File: config.mk
export PLATFORM = sky130hd
export DESIGN_NAME = acia_sequencer
export DESIGN_NICKNAME = d
export VERILOG_FILES = /design/src/rtl/acia_sequencer.sv
export SDC_FILE = /design/constraint.sdc
export NUM_CORES = 1
export LEC_CHECK = 0
export BUFFER_PORTS_ARGS = -buffer_cell sky130_fd_sc_hd__buf_4
export CORE_MARGIN = 2
export CORE_UTILIZATION = 55
export CTS_BUF_LIST = sky130_fd_sc_hd__clkbuf_8
export CTS_CLUSTER_SIZE = 40
export DETAILED_ROUTE_END_ITERATION = 8
export PLACE_DENSITY_LB_ADDON = 0.12
export RECOVER_POWER = 50
export SYNTH_ARGS = -nofsm -noshare
export SYNTH_HDL_FRONTEND = slang
export SYNTH_SLANG_ARGS = --single-unit
File: constraint.sdc
create_clock -name clk -period 3.3 [get_ports clk]
set_input_delay 0.165 -clock clk [delete_from_list [all_inputs] [get_ports clk]]
set_output_delay 0.165 -clock clk [all_outputs]
set_load 0.05 [all_outputs]
File: src/rtl/acia_sequencer.sv
// ACIA bus sequencer: master reset and configuration, periodic status polling,
// rx byte delivery and round-robin arbitration between two tx requesters.
module acia_sequencer #(
  parameter logic [7:0]  CR_VALUE = 8'h96,
  parameter int unsigned POLL_GAP = 16
) (
  input  logic       clk,
  input  logic       reset,
  input  logic       reinit,
  input  logic       req0_valid,
  input  logic [7:0] req0_data,
  output logic       req0_ready,
  input  logic       req1_valid,
  input  logic [7:0] req1_data,
  output logic       req1_ready,
  output logic       rx_valid,
  output logic [7:0] rx_data,
  output logic       rx_err,
  output logic       init_done,
  output logic       acia_e,
  output logic       acia_sel,
  output logic       acia_rs,
  output logic       acia_rw,
  output logic [7:0] acia_din,
  input  logic [7:0] acia_dout,
  input  logic       acia_irq
);

  typedef enum logic [2:0] {
    MRST = 3'd0, CFG = 3'd1, GAP = 3'd2, POLL = 3'd3, RXRD = 3'd4, TXWR = 3'd5
  } state_t;

  localparam logic [7:0] GAP_LAST = 8'(POLL_GAP - 1);

  state_t     state_r, state_n_s;
  logic [1:0] phase_r, phase_n_s;
  logic [7:0] gap_r, gap_n_s;
  logic       started_r;
  logic       pend_r, pend_s;
  logic       ptr_r, ptr_n_s;
  logic [7:0] tx_byte_r, tx_byte_n_s;
  logic       grant1_s;
  logic       rdrf_r, tdre_r, err_r;
  logic       start_mrst_s;
  logic       sel_n_s, e_n_s, rs_n_s, rw_n_s;
  logic [7:0] din_n_s;
  logic       unused_s;

  assign unused_s = acia_irq;
  assign pend_s   = reinit | pend_r;
  // The pointed requester wins when valid, otherwise the other one is taken.
  assign grant1_s = ptr_r ? req1_valid : ~req0_valid;
  assign start_mrst_s = started_r && (state_n_s == MRST) && (phase_n_s == 2'd0) &&
                        ((state_r == GAP) || (phase_r == 2'd3));

  // Phase stepping, gap counting and post-poll decisions.
  always_comb begin
    state_n_s   = state_r;
    phase_n_s   = phase_r;
    gap_n_s     = gap_r;
    ptr_n_s     = ptr_r;
    tx_byte_n_s = tx_byte_r;
    if (!started_r) begin
      state_n_s = MRST;
      phase_n_s = 2'd0;
    end else if (state_r == GAP) begin
      if (pend_s) begin
        state_n_s = MRST;
        gap_n_s   = 8'd0;
      end else if (gap_r == GAP_LAST) begin
        state_n_s = POLL;
        gap_n_s   = 8'd0;
      end else begin
        gap_n_s = gap_r + 8'd1;
      end
    end else if (phase_r != 2'd3) begin
      phase_n_s = phase_r + 2'd1;
    end else begin
      phase_n_s = 2'd0;
      gap_n_s   = 8'd0;
      if (pend_s) begin
        state_n_s = MRST;
      end else begin
        case (state_r)
          MRST: state_n_s = CFG;
          POLL: begin
            if (rdrf_r) begin
              state_n_s = RXRD;
            end else if (tdre_r && (req0_valid || req1_valid)) begin
              state_n_s   = TXWR;
              ptr_n_s     = ~grant1_s;
              tx_byte_n_s = grant1_s ? req1_data : req0_data;
            end else begin
              state_n_s = GAP;
            end
          end
          default: state_n_s = GAP;
        endcase
      end
    end
  end

  // Bus pin values for the upcoming cycle; A3 drops sel but keeps rs/rw/din.
  always_comb begin
    sel_n_s = 1'b0;
    e_n_s   = 1'b0;
    rs_n_s  = 1'b0;
    rw_n_s  = 1'b1;
    din_n_s = 8'h00;
    if (state_n_s != GAP) begin
      sel_n_s = (phase_n_s != 2'd3);
      e_n_s   = (phase_n_s == 2'd1) || (phase_n_s == 2'd2);
      case (state_n_s)
        MRST: begin rs_n_s = 1'b0; rw_n_s = 1'b0; din_n_s = 8'h03;       end
        CFG:  begin rs_n_s = 1'b0; rw_n_s = 1'b0; din_n_s = CR_VALUE;    end
        POLL: begin rs_n_s = 1'b0; rw_n_s = 1'b1; din_n_s = 8'h00;       end
        RXRD: begin rs_n_s = 1'b1; rw_n_s = 1'b1; din_n_s = 8'h00;       end
        TXWR: begin rs_n_s = 1'b1; rw_n_s = 1'b0; din_n_s = tx_byte_n_s; end
        default: begin rs_n_s = 1'b0; rw_n_s = 1'b1; din_n_s = 8'h00;    end
      endcase
    end else begin
      din_n_s = 8'h00;
    end
  end

  // State registers, captured status and registered outputs.
  always_ff @(posedge clk) begin
    if (reset) begin
      state_r    <= MRST;
      phase_r    <= 2'd0;
      gap_r      <= 8'd0;
      started_r  <= 1'b0;
      pend_r     <= 1'b0;
      ptr_r      <= 1'b0;
      tx_byte_r  <= 8'h00;
      rdrf_r     <= 1'b0;
      tdre_r     <= 1'b0;
      err_r      <= 1'b0;
      req0_ready <= 1'b0;
      req1_ready <= 1'b0;
      rx_valid   <= 1'b0;
      rx_data    <= 8'h00;
      rx_err     <= 1'b0;
      init_done  <= 1'b0;
      acia_sel   <= 1'b0;
      acia_e     <= 1'b0;
      acia_rs    <= 1'b0;
      acia_rw    <= 1'b1;
      acia_din   <= 8'h00;
    end else begin
      state_r   <= state_n_s;
      phase_r   <= phase_n_s;
      gap_r     <= gap_n_s;
      started_r <= 1'b1;
      pend_r    <= start_mrst_s ? 1'b0 : pend_s;
      ptr_r     <= ptr_n_s;
      tx_byte_r <= tx_byte_n_s;
      if ((state_r == POLL) && (phase_r == 2'd2)) begin
        rdrf_r <= acia_dout[0];
        tdre_r <= acia_dout[1];
        err_r  <= acia_dout[4] | acia_dout[5];
      end
      req0_ready <= (state_r == POLL) && (state_n_s == TXWR) && !grant1_s;
      req1_ready <= (state_r == POLL) && (state_n_s == TXWR) && grant1_s;
      rx_valid   <= (state_r == RXRD) && (phase_r == 2'd2) && !pend_s;
      if ((state_r == RXRD) && (phase_r == 2'd2) && !pend_s) begin
        rx_data <= acia_dout;
        rx_err  <= err_r;
      end
      if (reinit) begin
        init_done <= 1'b0;
      end else if ((state_r == CFG) && (phase_r == 2'd3) && !pend_s) begin
        init_done <= 1'b1;
      end
      acia_sel <= sel_n_s;
      acia_e   <= e_n_s;
      acia_rs  <= rs_n_s;
      acia_rw  <= rw_n_s;
      acia_din <= din_n_s;
    end
  end

endmodule

### Word-level counts from Yosys, hierarchy flattened

Index checks and enable logic that the tools add are counted.

* bitwise gates (word level): 9
* equal/unequal tests: 16
* add/subtract/negate cells: 2
* reductions and logical operators: 27
* mux-type cells: 29

Operators with widths (count)
* 2-to-1 mux 8 bit: 12
* 2-to-1 mux 3 bit: 8
* one-hot mux 8 bit (3 select lines): 1
* logical AND 1 bit: 12
* equality test 3 bit, second input constant: 3
* adder 8 x 1 -> 8 bit, second input constant: 1
* equality test 8 x 4 -> 1 bit, second input constant: 1
* OR reduction 2 bit: 4
* NOT 1 bit: 7
* AND reduction 7 bit: 1
* equality test 2 bit, second input constant: 3
* equality test 3 x 1 -> 1 bit, second input constant: 2
* equality test 3 x 2 -> 1 bit, second input constant: 2
* zero test 3 bit: 2
* 2-to-1 mux 2 bit: 3
* inequality test 2 bit, second input constant: 3
* one-hot mux 3 bit (2 select lines): 1
* 2-to-1 mux 1 bit: 4
* logical OR 1 bit: 3
* inequality test 3 x 2 -> 1 bit, second input constant: 1
* OR reduction 3 bit: 1
* adder 2 x 1 -> 2 bit, second input constant: 1
* equality test 2 x 1 -> 1 bit, second input constant: 1
* zero test 1 bit: 2
* 3 further kinds: 4

* register bits after elaboration: 52
* input port bits: 30
* output and inout bits: 25

### Longest topological paths before layout

Gate-level depths: netlist of run 1.

* depth after elaboration: 14
* mapped depth: 8
* gate-level depth less buffers: 7

### Least setup slack after synthesis of run 1

Ideal clock, no wire load.

* path type: register -> register
* from: register phase_r[0]
* to: register acia_din[2]
* cell stages (with the launch flop): 7
* required time: 3242 ps
* data arrival time: 1758 ps
* slack: 1484 ps
* cell sequence: dfxtp_1 > ha_1 > clkbuf_1 > nand2_1 > o31a_1 > or3_4 > o21ba_1

* cells in the longest elaborated chain, start to end: 7
* elaborated cells on any way between the ends: 14

RTL lines
* start, declared: RTL line 36 `logic [1:0] phase_r, phase_n_s;`
* start signal, assigned: RTL line 152 `phase_r <= phase_n_s;`
* inequality test 2 bit (*): RTL line 76 `end else if (phase_r != 2'd3) begin`
* parallel branches: the longest is 6 deep, another holds one-hot mux 8 bit (3 select lines)
* end signal, assigned: RTL line 179 `acia_din <= din_n_s;`
* end, declared: RTL line 24 `output logic [7:0] acia_din,`

Mark *: on every way between the ends.
A chain may end at the register's enable or synchronous reset.

### Worst setup path in the final report of run 1

* from: register state_r[1]
* to: register acia_din[2]

* cells in the longest elaborated chain, start to end: 9
* elaborated cells on any way between the ends: 22

RTL lines
* start, declared: RTL line 35 `state_t state_r, state_n_s;`
* start signal, assigned: RTL line 151 `state_r <= state_n_s;`
* parallel branches: the longest is 9 deep, another holds one-hot mux 8 bit (3 select lines)

Several ways; the timed one is not identified.

==> results of run 1 <==
cell families (layout without fill, tap and decap cells):
| logic type | Yosys count | in the layout | synth area share (%) |
|---|---|---|---|
| compound gates | 46 | 46 | 15.3 |
| xor+xnor | 6 | 6 | 2.36 |
| fa+ha+maj | 5 | 5 | 2.81 |
| buf+inv | 20 | 67 | 3.82 |
| flops | 52 | 52 | 46.7 |
| mux | 12 | 12 | 5.39 |
| simple gates | 105 | 105 | 23.6 |
through the flow:
| stage | cell area, µm² | utilization, % | cells | total power, mW |
|---|---|---|---|---|
| floorplan | 2230 | - | 246 | 0.701 |
| global placement | 2630 | 66.6 | 335 | 0.744 |
| detailed placement | 2630 | 66.6 | 335 | 0.745 |
| CTS | 2720 | 68.9 | 343 | 1.11 |
| global route | 2610 | 66.2 | 343 | 1.14 |
| finish | 2610 | 66.2 | 343 | 1.09 |
state kept, by name, indices dropped and copies added (netlist names):
register / flops
acia_din: 8
gap_r: 8
rx_data: 8
tx_byte_r: 8
state_r: 3
phase_r: 2
acia_e: 1
acia_rs: 1
acia_rw: 1
acia_sel: 1
err_r: 1
init_done: 1
pend_r: 1
ptr_r: 1
rdrf_r: 1
req0_ready: 1
req1_ready: 1
rx_err: 1
rx_valid: 1
started_r: 1
tdre_r: 1
cells in the mapped netlist, types with 3 or more instances:
cell type   n
a211o_1     3
a211oi_1    3
a21o_1      3
a21oi_1     8
a311oi_1    3
a31oi_1     3
and2_1      7
and3_1      6
buf_2       8
clkbuf_1    6
dfxtp_1    52
ha_1        5
inv_1       6
mux2i_1    12
nand2_1    24
nand3_1     3
nand4_1     5
nor2_1     40
nor3_1      7
o211ai_1    3
o21ai_0     5
o21ba_1     3
xor2_1      4
cell type report:
| cell class | count | area (µm²) | area share [%] |
|---|---|---|---|
| clock inverters | 2 | 10.0 | 0.383 |
| multi-input cells | 174 | 1090 | 41.8 |
| well taps | 50 | 62.6 | 2.40 |
| inverters | 6 | 22.5 | 0.862 |
| clock buffers | 6 | 82.6 | 3.16 |
| flip-flops and latches | 52 | 1040 | 39.9 |
| repair buffers | 53 | 300 | 11.5 |
metal layers:
metal | share of wire [%] | track usage [%] | wire length, µm | vias to the layer above
met2 | 47 | 36.0 | 2220 | 51
met3 | 5.8 | 4.83 | 271 | 5
li1 | - | - | - | 951
met5 | 0 | 0 | 0 | -
met4 | 0.89 | 7.65 | 42 | 0
met1 | 46 | 28.8 | 2170 | 869
final timing paths:
| path | endpoint | slack, ps |
|---|---|---|
| hold reg to reg | gap_r[1]$_SDFFE_PP0P_ | 480 |
| setup reg to reg | acia_din[2]$_SDFF_PP0_ | 890 |
| setup / recovery | acia_din[2]$_SDFF_PP0_ | 890 |
| hold / removal | init_done$_SDFFE_PP0P_ | 60 |
cells in the final DEF, fill, tap and decap left out, types with 2 or more instances in the layout:
master    count
dfxtp_1      52
nor2_1       40
buf_4        27
clkbuf_1     26
nand2_1      24
mux2i_1      12
a21oi_1       8
nor3_1        7
and2_1        7
inv_1         6
and3_1        6
clkbuf_8      6
o21ai_0       5
nand4_1       5
ha_1          5
xor2_1        4
o211ai_1      3
a21o_1        3
a31oi_1       3
nand3_1       3
a311oi_1      3
a211oi_1      3
a211o_1       3
o21ba_1       3
nor3b_1       2
o21a_1        2
xnor2_1       2
nand2b_1      2
or2_2         2
clkinv_2      2
power breakdown:
| part | internal [mW] | switching, mW |
|---|---|---|
| registers | 0.634 | 0.00525 |
| clock network | 0.168 | 0.199 |
| logic | 0.0352 | 0.0512 |
==> metrics, run 1 <==
VDD IR max=0.207 mV; clk root buf=clkbuf_8; CP delay by family, top=simple AND/OR/NAND/NOR gates; H-Tree Depth=2; drt pass-1 iters=4; global-route wire length before repair=7560 µm; critical path class=reg2reg; Post-Syn Area=2230 µm²; setup slack at placement=1080 ps; Initial Utilization=56.5%; yosys warns=0; Max-cap violations=0; actual slew at the worst max-slew pin=1350 ps; CTS tree=built; hold crit path type=in2reg; Layout Nets=327; CP Launch Type=flop; register area share after synthesis=46.7%; Num CTS Buffers=5; CP endpoint kind=flop; RSZ-0062 raised after global routing=false; post-synth cell types=45; Hold Path Origin=reinit; Port Buffers=53; Hold-fix buffers, CTS=0; crit-path max FO=12; Longest Clk Path Bufs=2; Slew HR=9.69%; Clk Latency, worst-skew pair=300 ps; number of global-route vias before repair=1646; Mapped Nets=281; Worst-path clk slew=90 ps; row cnt=23; synthesized instance count=246; Syn-to-layout area delta=17.2%; EDFF count, synth=0; top-area cell type share of the netlist area=46.7%; syn avg cell area=9.05 µm²; fillers=367; slowest stage delay, CP=540 ps; Hold Vio Cnt, Final=0; Die H=67.6 µm; Ant. Diodes=0; fraction of layout cells with a size suffix above 1=14.0%; core region area=3940 µm²; PwrDens=418 nW/µm²; Worst path depth=5; TritonCTS Sinks=52; post-CTS sizing=0; antenna-violating nets left=0; DP Wirelength=3370 µm; leakage power=1.12 nW; Placer Congestion=0.908; Max Fclk=415 MHz; worst reg2reg path depth=5; largest net degree at the start of global routing=33; Ports=55; total gr overflow=0; final setup vio count=0; reg2reg start=state_r[1]$_SDFF_PP0_; Area contributors post-synth=dfxtp_1 47%, nor2_1 6.7%, mux2i_1 5.4%, nand2_1 4.0%, ha_1 2.8%; final wirelength=4700 µm; die width=67.6 µm; area leader, netlist=dfxtp_1; status=completed; initial DRC count=89; critical-path cell list=or3b_1 > nor4_4 > o221ai_1 > or3_4 > o21ba_1; initial antenna violation count=0; Worst Setup SP=state_r[1]$_SDFF_PP0_; fin crit period=2410 ps; WP data arrival=2660 ps; max-slew violation count=0; GR Util All Layers=22.1%; hold path depth=2; Via density=5.47; DR vias=1876; setup slack after layout=889 ps; WP buf/inv=0; routed len/inst=13.7 µm; Seq cells post-synth=52; FFs w/ async S/R, synth=0%; Critical Path RT=3550 ps; die area=4570 µm²; Hold WS=61.6 ps; Setup Fix Bufs, Post-CTS=0; CP max-delay cell=dfxtp_1; drt drc=0; Final Skew=5.51 ps; dominant synthesized flop cell=dfxtp_1; Fin Setup TNS=0 ps; Tcrit/Tclk final=73.1%
Power figures use the tool's default switching activity.
==> run 2, diff against run 1 <==
- CORE_UTILIZATION: 55 -> 49
- clock period: 3.3 -> 2.1 ns (I/O delays scaled with it)
==> run 2 against run 1 <==
Flip-flop and latch count unchanged. Critical path depth up 3. Via count up 2.1%. Cell area up 5.0%. Critical endpoint is now acia_din[6]$_SDFF_PP0_. Clock power up 100%. Global-route usage down 2.7 points. First-iteration DRC count down 31%. Largest cell class unchanged. Clock skew up 1.5 ps. Die area up 11%.
==> metrics, run 2 (synthesis gave the netlist of run 1 again) <==
status=completed; Final Skew=7.02 ps; Ports=55; Port Buffers=53; core region area=4350 µm²; Initial Utilization=51.1%; initial DRC count=61; worst reg2reg path depth=6; Critical Path RT=2350 ps; initial antenna violation count=0; most common cell after layout, fill and taps aside=dfxtp_1; WP data arrival=2220 ps; post-route cell area=2740 µm²; Longest Clk Path Bufs=2; number of global-route vias before repair=1736; largest net degree at the start of global routing=33; clk root buf=clkbuf_8; PwrDens=685 nW/µm²; Max-cap violations=0; total gr overflow=0; RSZ-0062 raised after global routing=false; Die H=71.4 µm; CP max-delay cell=dlygate4sd3_1; slowest stage delay, CP=550 ps; actual slew at the worst max-slew pin=1410 ps; DP Wirelength=3480 µm; critical path class=in2reg; fraction of layout cells with a size suffix above 1=16.1%; H-Tree Depth=2; Setup Fix Bufs, Post-CTS=0; Fin Setup TNS=0 ps; CP endpoint kind=flop; CP Launch Type=input pin; Tcrit/Tclk final=93.9%; DR vias=1916; end of the worst register-to-register path=acia_din[6]$_SDFF_PP0_; critical-path cell list=dlygate4sd3_1 > clkbuf_1 > or2_2 > nor4_4 > o221ai_2 > buf_4 > nor3_1 > and2_1; Ant. Diodes=0; VDD IR max=0.378 mV; final setup vio count=0; drt pass-1 iters=4; hold crit path type=in2reg; Slew HR=6.28%; fin crit period=1970 ps; reg2reg start=state_r[0]$_SDFF_PP0_; routed len/inst=13.1 µm; antenna-violating nets left=0; reg2reg setup slack=130 ps; leakage power=1.18 nW; global-route wire length before repair=7870 µm; most frequent cells in the layout=52 x dfxtp_1, 40 x nor2_1, 32 x clkbuf_1; die area=5100 µm²; row cnt=24; max-slew violation count=0; GR Util All Layers=19.4%; die width=71.4 µm; Worst-path clk slew=90 ps; Placer Congestion=0.914; Design Power=1.88 mW; CTS tree=built; Syn-to-layout area delta=23.1%; Clk Latency, worst-skew pair=300 ps; crit-path max FO=5; Area after DPL=2720 µm²; Via density=5.37; Layout Nets=339; critical path capture point=acia_din[6]$_SDFF_PP0_; Num CTS Buffers=5; Max Fclk=507 MHz; Worst Setup SP=reinit; final wirelength=4690 µm; drt drc=0; Hold Vio Cnt, Final=0; TritonCTS Sinks=52
==> run 2: critical path: cells and delay by family <==
| kind | cells | cell delay (ps) |
|---|---|---|
| and+or+nand+nor | 4 | 1060 |
| buffers and inverters | 3 | 890 |
| AOI/OAI and AO/OA | 1 | 180 |
==> run 2: timing repair <==
action,CTS,global route
resized for setup,0,1
endpoints found under the hold margin,1,0
endpoints found under the setup margin,0,2
hold buffers,1,0
==> run 2: stage by stage <==
stage,hold slack (ps),worst slack [ps],utilization [%],std cells
after detailed placement,315,143,62.5,348
after floorplan,184,284,-,246
after CTS,20.6,118,65.7,357
after global routing,34.5,58.3,63.0,357
final,27.1,128,63.0,357
after global placement,316,171,62.5,348
==> run 2: layout make-up <==
type                            instances  area [µm²]
Fill cell                             431        1610
Multi-Input combinational cell        174        1100
Sequential cell                        52        1040
Timing Repair Buffer                   65         383
Clock buffer                            7        96.3
Tap cell                               52        65.1
Clock inverter                          1        30.0
Inverter                                6        22.5
==> run 2: power by group <==
| part | leakage, nW | switching [mW] | internal, mW |
|---|---|---|---|
| logic | 0.693 | 0.0801 | 0.0581 |
| clock network | 0.0645 | 0.314 | 0.420 |
| registers | 0.421 | 0.00836 | 0.997 |
| total | 1.18 | 0.403 | 1.48 |
==> run 2: worst min-delay path by stage <==
stage            startpoint                       to  slack, ps  cells past startpoint
5_1_grt        acia_dout[3]  rx_data[3]$_SDFFE_PP0P_         30                      3
6_report       acia_dout[7]  rx_data[7]$_SDFFE_PP0P_         30                      3
4_1_cts        acia_dout[7]  rx_data[7]$_SDFFE_PP0P_         20                      3
3_3_place_gp         reinit   init_done$_SDFFE_PP0P_        320                      2
3_5_place_dp         reinit   init_done$_SDFFE_PP0P_        320                      2
2_1_floorplan        reinit   init_done$_SDFFE_PP0P_        180                      1
==> run 2: metal layers <==
| metal | vias up | wire [µm] | GRT usage [%] |
|---|---|---|---|
| met5 | - | 0 | 0 |
| met4 | 0 | 52 | 6.50 |
| met3 | 6 | 227 | 4.50 |
| met2 | 48 | 2260 | 30.9 |
| met1 | 889 | 2150 | 26.1 |
| li1 | 973 | - | - |
